File: src/rtl/digit_scan_ctrl.sv
// Scan controller for a 4-digit one-hot nibble mux: a prescaled digit rotation with
// a blanking gap per slot, and a double-buffered display value applied at frame wrap.
module digit_scan_ctrl #(
    parameter int DIV   = 50000,
    parameter int BLANK = 4,
    parameter int CNT_W = 16
) (
    input  logic        clk,
    input  logic        rst,
    input  logic        en,
    input  logic        load,
    input  logic [15:0] value,
    output logic [3:0]  sel,
    output logic [3:0]  d0,
    output logic [3:0]  d1,
    output logic [3:0]  d2,
    output logic [3:0]  d3,
    output logic        pending,
    output logic        frame_done
);

    localparam logic [CNT_W-1:0] CNT_LAST = CNT_W'(DIV - 1);

    logic [CNT_W-1:0] cnt;
    logic [CNT_W-1:0] cnt_nxt;
    logic [1:0]       idx;
    logic [1:0]       idx_nxt;
    logic             slot_end;
    logic             wrap;
    logic             blank_nxt;
    logic [3:0]       sel_nxt;
    logic [15:0]      shadow;

    always_comb begin
        slot_end = en && (cnt == CNT_LAST);
        wrap     = slot_end && (idx == 2'd3);
        cnt_nxt  = cnt;
        idx_nxt  = idx;
        if (en) begin
            if (slot_end) begin
                cnt_nxt = '0;
                idx_nxt = idx + 2'd1;
            end else begin
                cnt_nxt = cnt + CNT_W'(1);
            end
        end
    end

    // Blanking is decided on the next-state count so sel lines up with the slot it drives.
    generate
        if (BLANK == 0) begin : g_no_blank
            assign blank_nxt = 1'b0;
        end else begin : g_blank
            assign blank_nxt = (cnt_nxt < CNT_W'(BLANK));
        end
    endgenerate

    always_comb begin
        sel_nxt = 4'b0000;
        if (en && !blank_nxt) begin
            sel_nxt = 4'b0001 << idx_nxt;
        end
    end

    always_ff @(posedge clk) begin
        if (rst) begin
            cnt <= '0;
            idx <= '0;
            sel <= '0;
        end else begin
            cnt <= cnt_nxt;
            idx <= idx_nxt;
            sel <= sel_nxt;
        end
    end

    // A load coinciding with the wrap goes straight to the display so it is not held a frame.
    always_ff @(posedge clk) begin
        if (rst) begin
            shadow     <= '0;
            pending    <= 1'b0;
            frame_done <= 1'b0;
            d0         <= '0;
            d1         <= '0;
            d2         <= '0;
            d3         <= '0;
        end else begin
            frame_done <= 1'b0;
            if (load) begin
                shadow <= value;
            end
            if (wrap && load) begin
                d0         <= value[3:0];
                d1         <= value[7:4];
                d2         <= value[11:8];
                d3         <= value[15:12];
                pending    <= 1'b0;
                frame_done <= 1'b1;
            end else if (wrap && pending) begin
                d0         <= shadow[3:0];
                d1         <= shadow[7:4];
                d2         <= shadow[11:8];
                d3         <= shadow[15:12];
                pending    <= 1'b0;
                frame_done <= 1'b1;
            end else if (load) begin
                pending <= 1'b1;
            end
        end
    end

endmodule

File: config.mk
export PLATFORM = sky130hd
export DESIGN_NAME = digit_scan_ctrl
export DESIGN_NICKNAME = d
export VERILOG_FILES = /design/src/rtl/digit_scan_ctrl.sv
export SDC_FILE = /design/constraint.sdc
export NUM_CORES = 1
export LEC_CHECK = 0
export ABC_CLOCK_PERIOD_IN_PS = 2200
export CAP_MARGIN = 5
export CORE_ASPECT_RATIO = 0.7
export CORE_MARGIN = 2
export CORE_UTILIZATION = 52
export CTS_BUF_LIST = sky130_fd_sc_hd__clkbuf_16
export CTS_CLUSTER_SIZE = 25
export DETAILED_ROUTE_END_ITERATION = 16
export PLACE_DENSITY = 0.74
export SLEW_MARGIN = 20
export SYNTH_ARGS = -nofsm -noshare
export SYNTH_HDL_FRONTEND = slang
export SYNTH_SLANG_ARGS = --single-unit
File: constraint.sdc
create_clock -name clk -period 2.2 [get_ports clk]
set_clock_uncertainty 0.05 [all_clocks]
set_input_delay 0.44 -clock clk [delete_from_list [all_inputs] [get_ports clk]]
set_output_delay 0.44 -clock clk [all_outputs]
set_load 0.02 [all_outputs]
; ---- Yosys cells after proc, flatten, opt, wreduce, memory -nomap -nowiden
; Cells that the tools add are included.
[word_totals]
reg_bits = 56
output_inout_bits = 22
[classes]
n_addsub = 2
order_cmp = 1
n_eq_ne = 2
n_shift = 1
muxes = 14
n_bitwise = 1
n_reduce_logical = 9
[ops]
columns = operator, count
row1 = $mux W16, 2
row2 = $mux W4, 8
row3 = $add A16 B1 Y16 const B, 1
row4 = $eq A16 B16 Y1 const B, 1
row5 = $lt A16 B3 Y1 const B, 1
row6 = $logic_and A1 B1 Y1, 5
row7 = $mux W2, 2
row8 = $shl A1 B2 Y4 const A, 1
row9 = $reduce_or A3 Y1, 1
row10 = $add A2 B1 Y2 const B, 1
row11 = $eq A2 B2 Y1 const B, 1
row12 = $mux W1, 2
row13 = $reduce_bool A2 Y1, 1
row14 = $reduce_or A2 Y1, 1
row15 = $logic_not A1 Y1, 1
row16 = $not A1 Y1, 1

; ---- Depth between registers and ports, before layout
[depth]
depth_word = 9
ltp_mapped = 8
ltp_nobuf = 7

; ---- Least setup slack after synthesis
; OpenSTA, ideal clock, no wires.
[synth_path]
path_type = input-to-reg
start = input port en
end = register sel[1]
setup_time_ns = 0.135
arrival_time_ns = 1.824
t_required_ns = 2.015
path_slack_ns = 0.192
path_stages = 8
cell_sequence = buf_2 > and4_1 > buf_2 > nand3_2 > o21ai_0 > o311ai_1 > nor4_4 > nor4_1
[synth_between]
elab_chain_len = 8
[synth_lines]
columns = item, line_no
row1 = start: declaration, 10  ; input logic en,
row2 = $logic_and A1 B1 Y1, 35  ; slot_end = en && (cnt == CNT_LAST);
row3 = $mux W16, 40  ; if (slot_end) begin
row4 = $mux W16, 39  ; if (en) begin
row5 = $lt A16 B3 Y1, 54  ; assign blank_nxt = (cnt_nxt < CNT_W'(BLANK));
row6 = $logic_not A1 Y1, 60  ; if (en && !blank_nxt) begin
row7 = $logic_and A1 B1 Y1, 60
row8 = $not A1 Y1 (no line), --
row9 = $reduce_or A2 Y1 (no line), --
row10 = end signal: assignment, 73  ; sel <= sel_nxt;
row11 = end: declaration, 13  ; output logic [3:0] sel,
; Parallel ways exist; a longest one is shown, timed or not.
; A chain may end at the register's enable or synchronous reset.

; ---- Worst setup path after layout
[layout_path]
start = register cnt[0]
end = register sel[1]
[layout_between]
elab_chain_len = 9
[layout_lines]
columns = item, line_no
row1 = start: declaration, 24  ; logic [CNT_W-1:0] cnt;
row2 = start signal: assignment, 71  ; cnt <= cnt_nxt;
row3 = branches (longest 9 deep; another with $add A16 B1 Y16), --
; Several ways; the timed one is not identified.

==> out/results.txt <==
Sw Share - 21.2%
Area contributors post-synth - dfxtp_1 (45%), nor2_1 (6.9%), mux2i_1 (6.8%)
Internal power - 1.51 mW
TNS Setup - 0 ns
Logic pwr share - 6.2%
Dpl hpwl - 3420 µm
P_sw - 0.406 mW
Post-synth top area share - 44.5%
Number of port buffers - 41
Crit Path Class - reg2reg
Area delta synth->final - 29.5%
Hold Path Class - in2reg
Commonest cells post-synth - dfxtp_1 (56), nor2_1 (46), mux2i_1 (17)
DRC - 0
Post-Place Worst Slack - -0.271 ns
Count of different cell masters after synthesis - 44
Critical path startpoint category - flop
Tot GR Track Use - 19.0%
Fin worst setup slack - 0.0854 ns
Worst vdd ir - 0.598 mV
Cell Chain, Critical Path - ha_2 > nand3_2 > nor3_1 > buf_4 > nor3_1 > o22ai_2 > nor4_4 > buf_4 > nor4_1
WP data arrival - 2.25 ns
Yosys warns - 0
Final setup violation count - 0
Register Area - 0.00112 mm²
Initial antenna violation count - 0
Leakage - 1.21 nW
Core box area - 0.00473 mm²
H-tree depth - 2
Die area - 0.00542 mm²
Critical Path Slowest Stage Cell - dfxtp_1
Mean post-synth cell area - 10.1 µm²
Drt pass-1 iters - 4
Count leader, synth - dfxtp_1
Design Power - 1.92 mW
WP data required - 2.34 ns
Antenna viol nets, final - 0
Largest net degree at the start of global routing - 37
Total grt overflow - 0
Share of layout cells above drive strength 1 - 24.2%
CTS buffer count - 5
Pwr dens - 588 mW/mm²
Total Nets Final - 319
Maximum buffer depth of the clock tree - 2
Crit. End Element - flop
Clock transition at path regs - 0.07 ns
CTS root buffer - clkbuf_16
Via Count - 1,857
Slew Limit Fails - 0
Ant diodes - 0
Max Fclk - 473 MHz
Max cap viols - 0
Die width - 87.2 µm
Via density per instance - 5.25
Vias in the first global route - 1,717
Clock latency on the worst-skew pair - 0.29 ns
Multi-input logic area - 0.00135 mm²
Final min period - 2.11 ns
Filler instances - 365
Slew @ Worst Pin - 0.438 ns
Routability congestion estimate - 0.885
Main synth FF type - dfxtp_1
IO Pins - 42
Area of the mapped netlist - 0.00252 mm²
WL/cell - 13.9 µm
First-pass GRT wire length - 8200 µm
Total wire length - 4910 µm
Max-slew headroom - 70.8%
Initial core utilization - 53.3%
Sequential element share of the synthesized area - 44.5%
Flop pwr share - 54.4%
Vertical die dimension - 62.2 µm
Post-synthesis cell count - 249
Yosys top cell by area - dfxtp_1
Flops & latches, synth - 56
Status - completed
Period Utilization, post-route - 96.1%
Clock network fraction of design power - 39.3%
Ys async rst share - 0%
Crit-path max FO - 5
Post-Syn Nets - 271
Post-synth EDFFs - 0
CTS tree - built
Final hold violations - 0
Num rows - 21
Sink Count - 56
DRT iter0 DRCs - 84
Max stage delay on crit path - 0.42 ns
## registers in the layout, indices dropped and copies added, names as in the netlist
name and count:
shadow 16, cnt 16, d0 4, frame_done 1, sel 4, d2 4, d1 4, d3 4
idx 2, pending 1
## metal layers
layer	up-vias	wire, µm	GRT usage [%]	part of all wire, %
met5	-	0	0	0
met4	0	61	5.77	1.2
met3	6	239	5.45	4.9
met2	43	1950	25.6	40
met1	846	2660	29.0	54
li1	962	-	-	-
## cell usage in the layout, fill, tap and decap left out, types with 3 or more instances in the layout
cell type        Yosys  routed
a211oi_1             4       4
a211oi_2            13      13
a21oi_1              3       3
buf_4                5      19
clkbuf_16            0       5
clkdlybuf4s50_1      0      39
dfxtp_1             56      53
dfxtp_2              0       3
inv_1                3       4
mux2i_1             17      17
nand2_1              4       4
nand2b_1             5       5
nand3_1              7       6
nand3_2              2       3
nor2_1              46      46
nor2_2               4       4
nor3_1               6       5
nor4_1               6       3
nor4_4               3       6
xnor2_1             13      12
xor2_1               5       5
## critical path, delay by kind of cell, from the launching register on
kind,cells,cell delay [ns]
adder cells (fa/ha/maj),1,0.25
AO/OA/AOI/OAI,1,0.18
buffers and inverters,2,0.33
flip-flops,1,0.42
AND/OR/NAND/NOR,5,0.77
## kinds of logic (layout without fill, tap and decap cells)
logic type	after synthesis	in the layout	synth area share, %
xor+xnor	18	18	6.26
flops	56	56	44.5
mux	17	17	6.76
buf+inv	23	71	5.12
fa+ha+maj	2	2	0.993
compound gates	28	28	10.6
simple gates	105	105	25.8
## worst paths after layout
check | cells after the start | endpoint | slack (ns) | from
worst min-delay path | 2 | cnt[1] | 0.37 | rst
worst max-delay path | 9 | sel[1] | 0.09 | cnt[0]
worst max register to register | 9 | sel[1] | 0.09 | cnt[0]
worst min register to register | 2 | d2[2] | 0.45 | d2[2]
## cell type report
| cell class | instances | area share, % |
|---|---|---|
| clock buffer | 5 | 3.84 |
| tap | 57 | 2.19 |
| timing repair buffer | 61 | 17.5 |
| sequential | 56 | 34.5 |
| clock inverter | 2 | 0.384 |
| inverter | 3 | 0.345 |
| multi-input combinational | 170 | 41.3 |
## per-stage QoR
stage	hold WS, ns	utilization (%)	instance area (µm²)	cells
2_1_floorplan	0.406	-	2520	249
3_3_place_gp	0.421	64.1	3030	346
3_5_place_dp	0.437	64.1	3030	346
4_1_cts	0.357	67.0	3170	353
5_1_grt	0.391	68.9	3260	354
6_report	0.372	68.9	3260	354
## power by group through the flow
stage | clock [mW] | sequential [mW] | combinational [mW]
6_report | 0.754 | 1.04 | 0.119
3_3_place_gp | 0 | 1.07 | 0.117
4_1_cts | 0.776 | 1.04 | 0.119
2_1_floorplan | 0 | 1.07 | 0.0684
3_5_place_dp | 0 | 1.07 | 0.119
5_1_grt | 0.816 | 1.04 | 0.132
## what timing repair did
action                     4_1_cts  5_1_grt
gates resized for setup          0       16
setup endpoints to repair        0        5
setup buffers                    0        1
hold buffers                     0        0
Note: power is estimated with default switching activity, not from simulation.
